`src/rtl/led_seq_pkg.sv`:
```
// rtl/led_seq_pkg.sv - mode encoding, initial patterns and reset period for the LED sequencer
package led_seq_pkg;

  typedef enum logic [1:0] {
    MODE_OFF    = 2'd0,
    MODE_ROTATE = 2'd1,
    MODE_BOUNCE = 2'd2,
    MODE_BLINK  = 2'd3
  } mode_e;

  localparam logic [3:0] LED_INIT_OFF    = 4'b0000;
  localparam logic [3:0] LED_INIT_ROTATE = 4'b0001;
  localparam logic [3:0] LED_INIT_BOUNCE = 4'b0001;
  localparam logic [3:0] LED_INIT_BLINK  = 4'b1111;

  // 0.5 s per step on the 50 MHz board clock
  localparam int unsigned DEFAULT_PERIOD = 25_000_000;

  // First pattern shown when a mode is (re)applied
  function automatic logic [3:0] init_pattern(input mode_e m);
    logic [3:0] p;
    p = LED_INIT_OFF;
    case (m)
      MODE_OFF:    p = LED_INIT_OFF;
      MODE_ROTATE: p = LED_INIT_ROTATE;
      MODE_BOUNCE: p = LED_INIT_BOUNCE;
      MODE_BLINK:  p = LED_INIT_BLINK;
      default:     p = LED_INIT_OFF;
    endcase
    return p;
  endfunction

endpackage

```
`src/rtl/led_sequencer_if.sv`:
```
// rtl/led_sequencer_if.sv - valid/ready command port of the LED sequencer
interface led_sequencer_if #(
  parameter int DIV_W = 26
);

  logic             cmd_valid;
  logic             cmd_ready;
  logic [1:0]       cmd_mode;
  logic [DIV_W-1:0] cmd_period;

  modport master (
    output cmd_valid,
    output cmd_mode,
    output cmd_period,
    input  cmd_ready
  );

  modport slave (
    input  cmd_valid,
    input  cmd_mode,
    input  cmd_period,
    output cmd_ready
  );

endinterface

```
`src/rtl/led_sequencer_step_timer.sv`:
```
// rtl/led_sequencer_step_timer.sv - prescaler producing one tick every period clocks
module step_timer #(
  parameter int DIV_W = 26
) (
  input  logic             clk_i,
  input  logic             rst_i,
  input  logic [DIV_W-1:0] period_i,
  input  logic             restart_i,
  output logic             tick_o
);

  logic [DIV_W-1:0] cnt_q;
  logic [DIV_W-1:0] cnt_d;
  logic [DIV_W-1:0] last_cnt;

  // A period of 0 behaves like 1, so the terminal count is clamped at 0.
  // The >= compare keeps the counter from running away if the period ever
  // shrinks below the current count.
  assign last_cnt = (period_i == '0) ? '0 : period_i - DIV_W'(1);
  assign tick_o   = (cnt_q >= last_cnt);

  // Next count: wrap on tick or explicit restart, otherwise increment
  always_comb begin
    cnt_d = cnt_q + DIV_W'(1);
    if (restart_i || tick_o) begin
      cnt_d = '0;
    end
  end

  // Counter register
  always_ff @(posedge clk_i) begin
    if (rst_i) begin
      cnt_q <= '0;
    end else begin
      cnt_q <= cnt_d;
    end
  end

endmodule

```
`src/rtl/led_sequencer.sv`:
```
// rtl/led_sequencer.sv - commandable step-pattern controller for the 4-LED bank
module led_sequencer #(
  parameter int          DIV_W          = 26,
  parameter int unsigned DEFAULT_PERIOD = led_seq_pkg::DEFAULT_PERIOD
) (
  input  logic             clk_50M,
  input  logic             rst,
  led_sequencer_if.slave   cmd,
  output logic [3:0]       led,
  output logic [1:0]       mode,
  output logic             step_pulse
);

  import led_seq_pkg::*;

  mode_e            mode_q;
  logic [DIV_W-1:0] period_q;
  logic [3:0]       led_q;
  logic             dir_up_q;
  logic             step_pulse_q;

  logic             slot_full_q;
  mode_e            slot_mode_q;
  logic [DIV_W-1:0] slot_period_q;

  logic             tick;
  logic             accept;
  logic             apply;
  logic [3:0]       adv_led_d;
  logic             adv_dir_up_d;

  // The slot is only refilled while empty and only drained on a tick, so
  // accept and apply can never fire in the same cycle.
  assign accept = cmd.cmd_valid & ~slot_full_q;
  assign apply  = tick & slot_full_q;

  step_timer #(
    .DIV_W(DIV_W)
  ) u_step_timer (
    .clk_i    (clk_50M),
    .rst_i    (rst),
    .period_i (period_q),
    .restart_i(apply),
    .tick_o   (tick)
  );

  // Next pattern when the current mode advances by one step
  always_comb begin
    adv_led_d    = led_q;
    adv_dir_up_d = dir_up_q;
    case (mode_q)
      MODE_OFF:    adv_led_d = LED_INIT_OFF;
      MODE_ROTATE: adv_led_d = {led_q[2:0], led_q[3]};
      MODE_BOUNCE: begin
        if (dir_up_q) begin
          if (led_q == 4'b1000) begin
            adv_led_d    = 4'b0100;
            adv_dir_up_d = 1'b0;
          end else begin
            adv_led_d = {led_q[2:0], 1'b0};
          end
        end else begin
          if (led_q == 4'b0001) begin
            adv_led_d    = 4'b0010;
            adv_dir_up_d = 1'b1;
          end else begin
            adv_led_d = {1'b0, led_q[3:1]};
          end
        end
      end
      MODE_BLINK:  adv_led_d = ~led_q;
      default:     adv_led_d = led_q;
    endcase
  end

  // Holding slot and pattern state: apply a pending command on a tick,
  // otherwise advance the pattern on a tick and capture new commands
  always_ff @(posedge clk_50M) begin
    if (rst) begin
      mode_q        <= MODE_ROTATE;
      period_q      <= DIV_W'(DEFAULT_PERIOD);
      led_q         <= LED_INIT_ROTATE;
      dir_up_q      <= 1'b1;
      step_pulse_q  <= 1'b0;
      slot_full_q   <= 1'b0;
      slot_mode_q   <= MODE_OFF;
      slot_period_q <= '0;
    end else begin
      step_pulse_q <= tick;
      if (apply) begin
        mode_q      <= slot_mode_q;
        period_q    <= slot_period_q;
        led_q       <= init_pattern(slot_mode_q);
        dir_up_q    <= 1'b1;
        slot_full_q <= 1'b0;
      end else begin
        if (tick) begin
          led_q    <= adv_led_d;
          dir_up_q <= adv_dir_up_d;
        end
        if (accept) begin
          slot_full_q   <= 1'b1;
          slot_mode_q   <= mode_e'(cmd.cmd_mode);
          slot_period_q <= cmd.cmd_period;
        end
      end
    end
  end

  assign cmd.cmd_ready = ~slot_full_q;
  assign led           = led_q;
  assign mode          = mode_q;
  assign step_pulse    = step_pulse_q;

endmodule

```
`src/flat_wrapper.sv`:
```
// flat-port wrapper written by rule: the top's interface ports become plain ports
module led_sequencer_flat import led_seq_pkg::*;
#(
  parameter int          DIV_W          = 26,
  parameter int unsigned DEFAULT_PERIOD = led_seq_pkg::DEFAULT_PERIOD
)
  (clk_50M, rst, led, mode, step_pulse, cmd_cmd_valid, cmd_cmd_mode, cmd_cmd_period, cmd_cmd_ready);
  led_sequencer_if #(.DIV_W(DIV_W)) cmd_i ();
  input  logic clk_50M;
  input  logic rst;
  output logic [3:0] led;
  output logic [1:0] mode;
  output logic step_pulse;
  input wire logic [$bits(cmd_i.cmd_valid)-1:0] cmd_cmd_valid;
  input wire logic [$bits(cmd_i.cmd_mode)-1:0] cmd_cmd_mode;
  input wire logic [$bits(cmd_i.cmd_period)-1:0] cmd_cmd_period;
  output wire logic [$bits(cmd_i.cmd_ready)-1:0] cmd_cmd_ready;
  assign cmd_i.cmd_valid = cmd_cmd_valid;
  assign cmd_i.cmd_mode = cmd_cmd_mode;
  assign cmd_i.cmd_period = cmd_cmd_period;
  assign cmd_cmd_ready = cmd_i.cmd_ready;
  led_sequencer #(.DIV_W(DIV_W), .DEFAULT_PERIOD(DEFAULT_PERIOD)) u_core (.clk_50M(clk_50M), .rst(rst), .cmd(cmd_i), .led(led), .mode(mode), .step_pulse(step_pulse));
endmodule
```
`config.mk`:
```
export PLATFORM = sky130hd
export DESIGN_NAME = led_sequencer_flat
export DESIGN_NICKNAME = d
export VERILOG_FILES = /design/src/rtl/led_seq_pkg.sv /design/src/rtl/led_sequencer_if.sv /design/src/rtl/led_sequencer_step_timer.sv /design/src/rtl/led_sequencer.sv /design/src/flat_wrapper.sv
export SDC_FILE = /design/constraint.sdc
export NUM_CORES = 1
export LEC_CHECK = 0
export BUFFER_PORTS_ARGS = -buffer_cell sky130_fd_sc_hd__buf_2
export CAP_MARGIN = 20
export CELL_PAD_IN_SITES_DETAIL_PLACEMENT = 0
export CELL_PAD_IN_SITES_GLOBAL_PLACEMENT = 1
export CORE_ASPECT_RATIO = 1.5
export CORE_MARGIN = 4
export CORE_UTILIZATION = 24
export DETAILED_ROUTE_END_ITERATION = 8
export PLACE_DENSITY = 0.49
export SYNTH_ARGS = -nofsm -noshare
export SYNTH_HDL_FRONTEND = slang
export SYNTH_SLANG_ARGS = --single-unit
```
`constraint.sdc`:
```
create_clock -name clk_50M -period 5.4 [get_ports clk_50M]
set_input_delay 1.35 -clock clk_50M [delete_from_list [all_inputs] [get_ports clk_50M]]
set_output_delay 1.35 -clock clk_50M [all_outputs]
set_load 0.02 [all_outputs]
```
==> flow_metrics.tcl <==
set metrics [dict create \
    status "finished clean" \
    wl_microns 11300 \
    grt_pass1_vias 3966 \
    synth_top_area_share_pct 37.8 \
    yosys-top-cells-area "dfxtp_1, nand2_1, ha_1" \
    yosys_warnings 0 \
    synth-edff-count 0 \
    clk_path_buf_depth 2 \
    p_clk_share_pct 44.7 \
    start_kind "register" \
    dp_hpwl_microns 8310 \
    swShare_pct 25.5 \
    ctsHoldBuffers 0 \
    synth_fp_nets 644 \
    fin_setup_tns_ns 0 \
    vias 3894 \
    async_reset_ff_share_pct 0 \
    drtIter0Drc 132 \
    ys_seq_elements 89 \
    clock_latency_ns 0.34 \
    p_leak_nw 2.15 \
    grt_start_max_net_pins 63 \
    clkSlewWorstSetupHoldPaths_ns 0.07 \
    whs_path_depth 2 \
    synthDistinctLibCells 47 \
    cts_tree "yes" \
    diodes 0 \
    synth-seq-area-share_pct 37.8 \
    synth-main-ff-cell "dfxtp_1" \
    holdWs_ns 0.454 \
    hold_viol 0 \
    io_pins 39 \
    viasPerCell 4.46 \
    crit_type "register to register" \
    h-tree-depth 3 \
    maxCapViolations 0 \
    layout.cells.most_common "nand2_1" \
    power_frac_comb_pct 5.2 \
    final.setup.worst_slack_ns 0.714 \
    slew_viol_final 0 \
    clock_sinks 89 \
    p_per_area_nw_per_um2 249 \
    drc 0 \
    cts-buffers-inserted 9 \
    setup_viol 0 \
    grt_pass1_wl_microns 19700 \
    avgSynthCellArea_sq_um 8.07 \
    worstHoldPathType "register to register" \
    synth_cells 585 \
    fin_crit_sh_pct 86.8 \
    intPower_mw 1.02 \
    antenna_found_initial 0 \
    worst_pin_slew_ns 1.02 \
    dieArea_sq_um 22000 \
    relSlewSlack_pct 31.9 \
    die_w_microns 123 \
    cts_setup_buffers 0 \
    drive_gt1_share_pct 11.3 \
    nets 671 \
    cp.arrival_ns 4.96 \
    core_sq_um 19200 \
    pwr-share-seq_pct 50.0 \
    ctsResizeCount 0 \
    reg2reg_depth 15 \
    post-route-min-period_ns 4.69 \
    portBuffers 38 \
    cts_root_buf "clkbuf_16" \
    p_switching_uw 348 \
    yosysTopAreaCell "dfxtp_1" \
    worst-path-max-fanout 26 \
    rsz0062_at_grt "false" \
    required_ns 5.67 \
    skew_ns 0.0113 \
    netlist_area_sq_um 4720 \
    gp_congestion 0.768 \
    final_cell_mix "nand2_1, dfxtp_1, nor2_1, a21oi_1, buf_2" \
    rows 62 \
    start_util_pct 24.5 \
    wl_per_cell_microns 12.9 \
    syn2layout_area_growth_pct 16.0 \
    irDropWorstVdd_uv 136 \
    drt-pass1-iter-count 4 \
    fmax_mhz 213 \
    track_usage_pct 10.9 \
    dp_slack_ns 0.627 \
    power_mw 1.36 \
    die_y_microns 180 \
    antenna_left 0 \
    endpoint_kind "register" \
    grt_overflow 0 \
]
-- worst max-delay path: stages (launching register included) --
cell     delay [ns]
dfxtp_1        0.32
inv_1          0.09
ha_1           0.21
or4b_4         0.53
nor4_4         0.34
nand2_1        0.20
or3_1          0.68
nand2_1        0.19
ha_1           0.16
nand4_1        0.17
nor4_1         0.64
o41ai_2        0.17
buf_4          0.21
a21oi_4        0.23
buf_12         0.24
mux2i_1        0.21
-- synth_stat cells (3+ instances only) --
library cell  number
inv_1              9
nor2_1            74
mux2i_1           28
a21oi_1           48
o31ai_1            3
nor2b_1            3
nand2_1          126
clkbuf_1          21
nand4_1           14
nand3_1           17
xor2_1            31
ha_1              28
o2111ai_1          3
xnor2_1           14
nor4_1             5
buf_2              3
buf_6              3
nor3_1            16
nand2b_1           4
o21ai_0            7
dfxtp_1           89
and3_1             3
-- flip-flops by register name, summed over array words and instances (netlist names) --
| signal | flops |
|---|---|
| u_core.dir_up_q | 1 |
| u_core.led | 4 |
| u_core.step_pulse | 1 |
| u_core.mode | 2 |
| u_core.u_step_timer.cnt_q | 26 |
| u_core.period_q | 26 |
| u_core.slot_full_q | 1 |
| u_core.slot_mode_q | 2 |
| u_core.slot_period_q | 26 |
-- power by group through the flow --
stage,registers (mW),clock network [mW],logic [mW]
after global routing,0.686,0.655,0.0830
after global placement,0.698,0,0.0682
after floorplan,0.693,0,0.0469
after detailed placement,0.698,0,0.0696
final,0.683,0.611,0.0714
after CTS,0.683,0.634,0.0694
-- logic make-up after synthesis --
family | share of synthesized area (%)
muxes | 6.42
xor gates and xnor gates | 8.35
and+or+nand+nor | 26.2
buffers and inverters | 3.50
DFF | 37.8
adders and majority gates | 7.42
AOI/OAI and AO/OA | 10.4
-- layout make-up --
cell class | count | area [sq um]
Clock inverter | 6 | 50.0
Clock buffer | 10 | 229
Timing Repair Buffer | 44 | 275
Inverter | 9 | 33.8
Multi-Input combinational cell | 459 | 2790
Sequential cell | 89 | 1780
Tap cell | 256 | 320
Fill cell | 2202 | 13800
-- through the flow --
step	cells	utilization [%]	area [sq um]
6_report	873	28.5	5480
5_1_grt	873	28.5	5480
4_1_cts	871	28.2	5430
3_5_place_dp	855	26.8	5150
3_3_place_gp	855	26.8	5150
2_1_floorplan	585	-	4720
-- final timing paths --
check                                             start                 endpoint  slack [ns]
worst max-delay path                 u_core.period_q[0]      u_core.period_q[20]        0.71
worst min-delay path            u_core.slot_period_q[8]  u_core.slot_period_q[8]        0.45
worst max register to register       u_core.period_q[0]      u_core.period_q[20]        0.71
worst min register to register  u_core.slot_period_q[8]  u_core.slot_period_q[8]        0.45
-- metal layers --
metal / track usage, % / routed length (microns) / vias to the layer above / part of all wire (%)
li1: - / - / 2061 / -
met5: 0 / 0 / - / 0
met1: 14.2 / 5420 / 1777 / 48
met2: 18.0 / 5370 / 46 / 48
met3: 1.95 / 287 / 10 / 2.5
met4: 3.77 / 203 / 0 / 1.8
No activity file was read; power rests on OpenSTA's default activity.
